$ cat src/rtl/o_ddr_serializer_if.sv
// Parallel word handshake into the DDR serializer: DATA carries all lanes, valid/ready per word.
interface o_ddr_serializer_if #(
   parameter int DW = 8
);
   logic [DW-1:0] DATA;
   logic          DATA_VALID;
   logic          DATA_READY;

   modport master (output DATA, output DATA_VALID, input DATA_READY);
   modport slave  (input DATA, input DATA_VALID, output DATA_READY);
endinterface

$ cat src/rtl/o_ddr_serializer.sv
// Multi-lane DDR serializer: word accepted at posedge k shows bit0/bit1 in cycle k+1, then 2 bits/cycle.
// One-entry holding register; DATA_READY drops while it is full and the shifter cannot take it.
module o_ddr_serializer #(
   parameter int   WIDTH      = 8,
   parameter int   CHANNELS   = 1,
   parameter logic IDLE_VALUE = 1'b0
) (
   input  logic                C,
   input  logic                R,
   input  logic                E,
   o_ddr_serializer_if.slave   s_in,
   output logic [CHANNELS-1:0] Q,
   output logic                BUSY,
   output logic                UNDERFLOW
);

   localparam int HALF = WIDTH / 2;
   localparam int CW   = (HALF > 1) ? $clog2(HALF) : 1;
   localparam logic [CW-1:0]       LAST   = CW'(HALF - 1);
   localparam logic [CHANNELS-1:0] IDLE_V = {CHANNELS{IDLE_VALUE}};

   generate
      if ((WIDTH % 2) != 0 || WIDTH < 2 || WIDTH > 16) begin : g_bad_width
         $error("o_ddr_serializer: WIDTH must be even and within 2..16");
      end
      if (CHANNELS < 1 || CHANNELS > 16) begin : g_bad_channels
         $error("o_ddr_serializer: CHANNELS must be within 1..16");
      end
   endgenerate

   logic [WIDTH-1:0]    r_hold  [CHANNELS];
   logic [WIDTH-1:0]    r_shift [CHANNELS];
   logic [WIDTH-1:0]    w_next  [CHANNELS];
   logic [CHANNELS-1:0] r_p0;
   logic [CHANNELS-1:0] r_p1;
   logic [CHANNELS-1:0] r_n1;
   logic [CW-1:0]       r_cnt;
   logic                r_hold_full;
   logic                r_busy;
   logic                r_underflow;
   logic                w_last;
   logic                w_load;
   logic                w_ready;
   logic                w_accept;

   assign w_last   = (r_cnt == LAST);
   assign w_load   = r_hold_full & (~r_busy | w_last);
   assign w_ready  = E & ~R & (~r_hold_full | w_load);
   assign w_accept = w_ready & s_in.DATA_VALID;

   assign s_in.DATA_READY = w_ready;
   assign BUSY            = r_busy;
   assign UNDERFLOW       = r_underflow & E;

   // Each slot consumes two bits, so the next pair always sits at [1:0] after the shift.
   always_comb begin
      for (int n = 0; n < CHANNELS; n++) begin
         w_next[n] = r_shift[n] >> 2;
      end
   end

   always_ff @(posedge C or posedge R) begin
      if (R) begin
         for (int n = 0; n < CHANNELS; n++) begin
            r_hold[n]  <= '0;
            r_shift[n] <= '0;
         end
         r_p0        <= IDLE_V;
         r_p1        <= IDLE_V;
         r_cnt       <= '0;
         r_hold_full <= 1'b0;
         r_busy      <= 1'b0;
         r_underflow <= 1'b0;
      end else if (!E) begin
         r_underflow <= 1'b0;
      end else begin
         r_underflow <= 1'b0;
         if (w_accept) begin
            for (int n = 0; n < CHANNELS; n++) begin
               r_hold[n] <= s_in.DATA[n*WIDTH +: WIDTH];
            end
         end
         if (w_accept) begin
            r_hold_full <= 1'b1;
         end else if (w_load) begin
            r_hold_full <= 1'b0;
         end
         if (w_load) begin
            for (int n = 0; n < CHANNELS; n++) begin
               r_shift[n] <= r_hold[n];
               r_p0[n]    <= r_hold[n][0];
               r_p1[n]    <= r_hold[n][1];
            end
            r_cnt  <= '0;
            r_busy <= 1'b1;
         end else if (r_busy && !w_last) begin
            for (int n = 0; n < CHANNELS; n++) begin
               r_shift[n] <= w_next[n];
               r_p0[n]    <= w_next[n][0];
               r_p1[n]    <= w_next[n][1];
            end
            r_cnt <= r_cnt + CW'(1);
         end else if (r_busy) begin
            // Last slot went out and nothing is waiting: the stream ran dry.
            r_p0        <= IDLE_V;
            r_p1        <= IDLE_V;
            r_cnt       <= '0;
            r_busy      <= 1'b0;
            r_underflow <= 1'b1;
         end
      end
   end

   always_ff @(negedge C or posedge R) begin
      if (R) begin
         r_n1 <= IDLE_V;
      end else if (E) begin
         r_n1 <= r_p1;
      end
   end

   always_comb begin
      Q = IDLE_V;
      if (!R) begin
         Q = C ? r_p0 : r_n1;
      end
   end

endmodule

$ cat src/flat_wrapper.sv
// flat-port wrapper written by rule: the top's interface ports become plain ports
module o_ddr_serializer_flat 
#(
   parameter int   WIDTH      = 8,
   parameter int   CHANNELS   = 1,
   parameter logic IDLE_VALUE = 1'b0
)
  (C, R, E, Q, BUSY, UNDERFLOW, s_in_DATA, s_in_DATA_VALID, s_in_DATA_READY);
  o_ddr_serializer_if #(.DW(8)) s_in_i ();
  input  logic C;
  input  logic R;
  input  logic E;
  output logic [CHANNELS-1:0] Q;
  output logic BUSY;
  output logic UNDERFLOW;
  input wire logic [$bits(s_in_i.DATA)-1:0] s_in_DATA;
  input wire logic [$bits(s_in_i.DATA_VALID)-1:0] s_in_DATA_VALID;
  output wire logic [$bits(s_in_i.DATA_READY)-1:0] s_in_DATA_READY;
  assign s_in_i.DATA = s_in_DATA;
  assign s_in_i.DATA_VALID = s_in_DATA_VALID;
  assign s_in_DATA_READY = s_in_i.DATA_READY;
  o_ddr_serializer #(.WIDTH(WIDTH), .CHANNELS(CHANNELS), .IDLE_VALUE(IDLE_VALUE)) u_core (.C(C), .R(R), .E(E), .s_in(s_in_i), .Q(Q), .BUSY(BUSY), .UNDERFLOW(UNDERFLOW));
endmodule
$ cat config.mk
export PLATFORM = sky130hd
export DESIGN_NAME = o_ddr_serializer_flat
export DESIGN_NICKNAME = d
export VERILOG_FILES = /design/src/rtl/o_ddr_serializer_if.sv /design/src/rtl/o_ddr_serializer.sv /design/src/flat_wrapper.sv
export SDC_FILE = /design/constraint.sdc
export NUM_CORES = 1
export LEC_CHECK = 0
export BUFFER_PORTS_ARGS = -buffer_cell sky130_fd_sc_hd__buf_2
export CORE_MARGIN = 8
export CORE_UTILIZATION = 48
export DETAILED_ROUTE_END_ITERATION = 10
export PLACE_DENSITY = 0.72
export SLEW_MARGIN = 0
export SYNTH_ARGS = -nofsm -noshare
export SYNTH_HDL_FRONTEND = slang
export SYNTH_SLANG_ARGS = --single-unit
$ cat constraint.sdc
create_clock -name C -period 1.6 [get_ports C]
set_clock_uncertainty 0.05 [all_clocks]
set_input_delay 0.08 -clock C [delete_from_list [all_inputs] [get_ports C]]
set_output_delay 0.08 -clock C [all_outputs]
set_load 0.03 [all_outputs]
==> summary.txt, run 1 <==
Outcome -> complete, but fails checks
Failing checks -> negative setup slack
Capturing point of the worst reg2reg path -> u_core.r_n1$_DFFE_NP0P_
Setup crit start kind -> flop
Pre-CTS WS -> -0.0647 ns
First-pass GRT wire length -> 4.20 mm
Share of layout cells above drive strength 1 -> 40.9%
Via count -> 857
Site Rows -> 16
Ant diodes -> 0
Gpl congestion -> 0.756
Area post-placement -> 0.00116 sq mm
Initial core utilization -> 50.8%
Pwr Density -> 1780 mW/mm^2
CP cell instances -> mux2i_1 -> nor2_2 -> buf_6
Final hold vios -> 0
RSZ-0062 raised after global routing -> true
Reg-to-Reg Start -> u_core.r_p1$_DFFE_PP0P_
Number of library cell types mapped by synthesis -> 24
Worst EP required -> 1.47 ns
Hold Path Sink -> u_core.r_underflow$_DFF_PP0_
Top cell type's share of synthesized area -> 52.7%
Worst-skew pair later-pin latency -> 0.42 ns
Vias/cell -> 5.56
Leading post-synthesis cells by cell area -> dfrtp_1 (53%), mux2_2 (10%), a22o_1 (7.0%)
MaxCap Viol Count -> 0
Syn Area/Cell -> 11.6 sq um
Buffers on Ports -> 15
Sequential cell area fraction in the yosys report -> 55.2%
Layout area overhead -> 43.4%
Total power draw -> 2.55 mW
Hold WS -> 0.0693 ns
Final Cell Area -> 0.00143 sq mm
CP startpoint -> u_core.r_n1$_DFFE_NP0P_
Core area -> 0.00196 sq mm
R2R Setup Slk -> -0.05 ns
Mapped Cells -> 86
Max stage delay on crit path -> 0.43 ns
Worst Hold Launch -> E
Syn. warnings -> 0
Leading area contributor after synthesis -> dfrtp_1
Overall die area -> 0.00379 sq mm
Detailed Routing Iterations Pass 1 -> 4
IO Pins -> 16
Max-slew violation count -> 0
Worst vdd ir -> 0.937 mV
Hold Path Stages -> 4
Final nets -> 141
Depth of the worst register-to-register path -> 1
Slowest CP cell -> dfrtn_1
Vias in the first global route -> 928
Synth Cell Area -> 997 sq um
CTS tree -> built
Hold WC Path Type -> primary input to flop
Die height -> 61.6 um
Detailed Place HPWL -> 1.49 mm
GRT Util Overall -> 15.5%
Post-Syn Nets -> 99
Slew headroom -> 81.3%
Worst slew pin tran -> 0.281 ns
1st-iter DRT viols -> 44
Total Wirelength -> 2.56 mm
Antenna violations before repair -> 0
Seq cells post-synth -> 22
Largest net degree at the start of global routing -> 22
CP endpoint kind -> output port
Clk pin slew, worst setup/hold paths -> 0.12 ns
Die W -> 61.6 um
Final setup violation count -> 11
Arrival time worst endpoint -> 1.98 ns
Leakage power -> 0.695 nW
DRC -> 0
GRT overflow -> 0
Crit path kind -> flop to output port
Wire length per cell -> 16.6 um
Final setup margin -> -0.512 ns
Remaining antenna violation count -> 0
Crit Path Max Fanout -> 2
==> sequential cells by signal, summed over array words and instances (netlist names) <==
name	count
u_core.r_cnt	2
u_core.r_hold	8
u_core.r_n1	1
u_core.r_underflow	1
u_core.r_hold_full	1
u_core.r_p0	1
u_core.r_p1	1
u_core.r_shift	6
u_core.BUSY	1
==> worst max path at each step <==
stage               slack (ns)                            end
floorplan                -0.06   u_core.r_hold[0]$_DFFE_PP0P_
global placement         -0.04                              Q
detailed placement       -0.06  u_core.r_shift[5]$_DFFE_PP0P_
CTS                      -0.51                              Q
global route             -0.57                              Q
finish                   -0.51                              Q
==> kinds of logic (layout without fill, tap and decap cells) <==
family	Yosys count	in the layout	share of synthesized area [%]
flip-flops	22	22	55.2
AO/OA/AOI/OAI	22	22	15.9
multiplexers	10	10	11.2
buffers and inverters	6	47	3.01
adder cells (fa/ha/maj)	1	1	1.25
AND/OR/NAND/NOR	25	25	13.4
==> cell type report <==
class | count | area, sq um
sequential | 22 | 552
timing repair buffer | 37 | 287
inverter | 2 | 7.51
clock buffer | 8 | 70.1
multi-input combinational | 58 | 480
fill | 149 | 532
tap | 27 | 33.8
==> synth_stat cells <==
cell type,number
dfrtp_1,21
nand2_1,12
mux2_2,9
o21ai_0,9
a22o_1,8
nand3b_1,5
clkbuf_1,3
inv_1,2
nand2b_1,2
a211oi_4,1
a21o_1,1
a21oi_1,1
a31oi_1,1
and2_1,1
and3_1,1
and3b_1,1
buf_6,1
dfrtn_1,1
ha_1,1
mux2i_1,1
nor2_1,1
nor2b_1,1
nor3b_1,1
o21ai_1,1
==> critical path: cells and delay by family, from the launching register on <==
kind,cells,cell delay (ns)
multiplexers,1,0.08
buffers and inverters,1,0.14
AND/OR/NAND/NOR,1,0.10
flip-flops,1,0.43
==> routing by layer <==
metal  track usage, %  wire (um)
met1             17.7       1080
met2             23.0       1210
met3             5.85        166
met4             11.7         95
met5                0          0
==> metrics by stage <==
step,util (%),TNS [ns],instances
CTS,71.4,-0.663,152
floorplan,-,-0.584,86
global route,72.9,-1.41,154
finish,72.9,-0.762,154
global placement,59.2,-0.0641,133
detailed placement,59.2,-0.288,133
==> power breakdown <==
group	switching, mW	internal [mW]	total (mW)
combinational	0.496	0.597	1.09
clock	0.238	0.255	0.493
sequential	0.164	0.796	0.960
==> what timing repair did <==
action / 4_1_cts / 5_1_grt
setup endpoints to repair: 9 / 11
hold buffers: 9 / 0
setup buffers: 3 / 1
pin swaps: 1 / 1
endpoints found under the hold margin: 29 / 0
resized for setup: 17 / 6
cloned: 0 / 1
==> layout by cell type, fill, tap and decap left out, types with 2 or more instances in the layout <==
| cell type | synthesis | routed |
|---|---|---|
| dfrtp_1 | 21 | 20 |
| buf_2 | 0 | 13 |
| nand2_1 | 12 | 12 |
| buf_4 | 0 | 10 |
| o21ai_0 | 9 | 9 |
| mux2_4 | 0 | 9 |
| dlygate4sd3_1 | 0 | 9 |
| a22o_1 | 8 | 8 |
| clkbuf_4 | 0 | 6 |
| buf_6 | 1 | 6 |
| nand3b_1 | 5 | 5 |
| nand2b_1 | 2 | 2 |
| inv_1 | 2 | 2 |
Note: power is estimated with default switching activity, not from simulation.
==> inputs of run 2 (changes only) <==
Settings changed: CELL_PAD_IN_SITES_DETAIL_PLACEMENT set to 0, CELL_PAD_IN_SITES_GLOBAL_PLACEMENT set to 1, CORE_UTILIZATION 48 to 38, PLACE_DENSITY 0.72 to not set, PLACE_DENSITY_LB_ADDON set to 0.1.
==> run 2 against run 1 <==
The flow still finishes with violations (negative setup slack). Hold slack improved by 0.015 ns. Final cell count grew 1.3%. Sequential share of layout area down 0.23 points. Critical path depth unchanged. Clock power shrank 3%. Global-route usage decreased by 4.1 points. Clock-buffer cell count unchanged. Critical path type unchanged. Largest power group unchanged.
==> summary.txt, run 2 (synthesis results as in run 1) <==
Vias in the first global route -> 889
Buffers on Ports -> 15
Worst EP required -> 1.47 ns
1st-iter DRT viols -> 23
Vias/cell -> 5.19
RSZ-0062 raised after global routing -> true
Remaining antenna violation count -> 0
Arrival time worst endpoint -> 1.95 ns
CTS tree -> built
Crit Path Max Fanout -> 2
Max reg flops -> 8
Crit path to -> Q
Total Wirelength -> 2.40 mm
Initial core utilization -> 40.3%
Detailed Place HPWL -> 1.54 mm
Site Rows -> 18
Crit path kind -> flop to output port
Final nets -> 140
Overall die area -> 0.00452 sq mm
GRT overflow -> 0
Share of layout cells above drive strength 1 -> 40.5%
CP endpoint kind -> output port
R2R Setup Slk -> -0.06 ns
Depth of the worst register-to-register path -> 1
Placed cells -> 137
Regs by FF count -> u_core.r_hold x8, u_core.r_shift x6, u_core.r_cnt x2
Final hold vios -> 0
Worst slew pin tran -> 0.289 ns
MaxCap Viol Count -> 0
Setup crit start kind -> flop
Capturing point of the worst reg2reg path -> u_core.r_n1$_DFFE_NP0P_
Filler cell count -> 234
Reg-to-Reg Start -> u_core.r_p1$_DFFE_PP0P_
Pre-CTS WS -> -0.0583 ns
GRT Util Overall -> 11.4%
Final cell count without fillers -> 156
Failing checks -> negative setup slack
Layout area overhead -> 44.3%
Slew headroom -> 80.7%
Clk pin slew, worst setup/hold paths -> 0.13 ns
Final setup margin -> -0.481 ns
Final core utilization -> 58.1%
Largest net degree at the start of global routing -> 22
Worst vdd ir -> 0.978 mV
Gpl congestion -> 0.722
Most flop-heavy register -> u_core.r_hold
Wire length per cell -> 15.4 um
Ant diodes -> 0
First-pass GRT wire length -> 3.94 mm
Multi-input logic area -> 488 sq um
Final setup violation count -> 2
Hold WC Path Type -> primary input to flop
Die W -> 67.2 um
Die height -> 67.2 um
DRC -> 0
CP startpoint -> u_core.r_n1$_DFFE_NP0P_
Pwr Density -> 1760 mW/mm^2
Leakage power -> 0.692 nW
Via count -> 809
Max-slew violation count -> 0
Detailed Routing Iterations Pass 1 -> 4
Core area -> 0.00248 sq mm
Outcome -> complete, but fails checks
Most common cell after layout, fill and taps aside -> dfrtp_1
Commonest non-fill, non-tap cells in the layout -> dfrtp_1 (20), buf_2 (13), nand2_1 (12)
Worst-skew pair later-pin latency -> 0.41 ns
Register Area -> 552 sq um
IO Pins -> 16
Antenna violations before repair -> 0
run 2: cell types whose count changed in the layout (fill, tap and decap cells not counted), sizes merged:
cell  change
buf       -1
run 2: area by class of cell:
type	count	area share, %
Clock buffer	8	4.87
Inverter	2	0.522
Multi-Input combinational cell	58	33.9
Sequential cell	22	38.3
Tap cell	30	2.61
Timing Repair Buffer	36	19.7
run 2: stage by stage:
stage               TNS [ns]  power [mW]  cell area [sq um]  hold WS [ns]
detailed placement    -0.283        1.84               1180         0.144
global placement     -0.0747        1.81               1180         0.139
CTS                   -0.675        2.48               1410        0.0652
finish                -0.544        2.53               1440        0.0845
global route           -1.00        2.69               1440        0.0999
floorplan             -0.584        1.55               1010        0.0191
run 2: repair_timing:
item | CTS | global route
setup buffers | 2 | 1
endpoints found under the hold margin | 29 | 0
setup endpoints to repair | 9 | 11
pin swaps | 1 | 1
resized for setup | 17 | 3
hold buffers | 9 | 0
run 2: worst min path at each step:
stage	cells past startpoint	to	from	slack (ns)
after floorplan	1	u_core.r_cnt[0]$_DFFE_PP0P_	R	0.02
after global placement	3	u_core.r_hold_full$_DFFE_PP0P_	R	0.14
after detailed placement	3	u_core.r_cnt[0]$_DFFE_PP0P_	R	0.14
after CTS	4	u_core.r_underflow$_DFF_PP0_	E	0.07
after global routing	3	u_core.r_shift[3]$_DFFE_PP0P_	E	0.1
final	4	u_core.r_underflow$_DFF_PP0_	E	0.08
run 2: power breakdown:
group | total [mW] | internal [mW] | switching (mW) | leakage, nW
clock | 0.480 | 0.254 | 0.225 | 0.0482
sequential | 0.951 | 0.796 | 0.155 | 0.276
combinational | 1.10 | 0.609 | 0.486 | 0.368
total | 2.53 | 1.66 | 0.867 | 0.692
run 2: worst max-delay path, stage by stage (launching register included):
cell,delay [ns]
dfrtn_1,0.42
mux2i_1,0.09
nor2_2,0.10
buf_6,0.14
run 2: metal layers:
metal | global-route usage (%) | wire [um] | vias up
met1 | 13.9 | 1060 | 406
met4 | 6.27 | 45 | 0
met3 | 4.30 | 78 | 7
li1 | - | - | 383
met2 | 17.1 | 1220 | 13
met5 | 0 | 0 | -
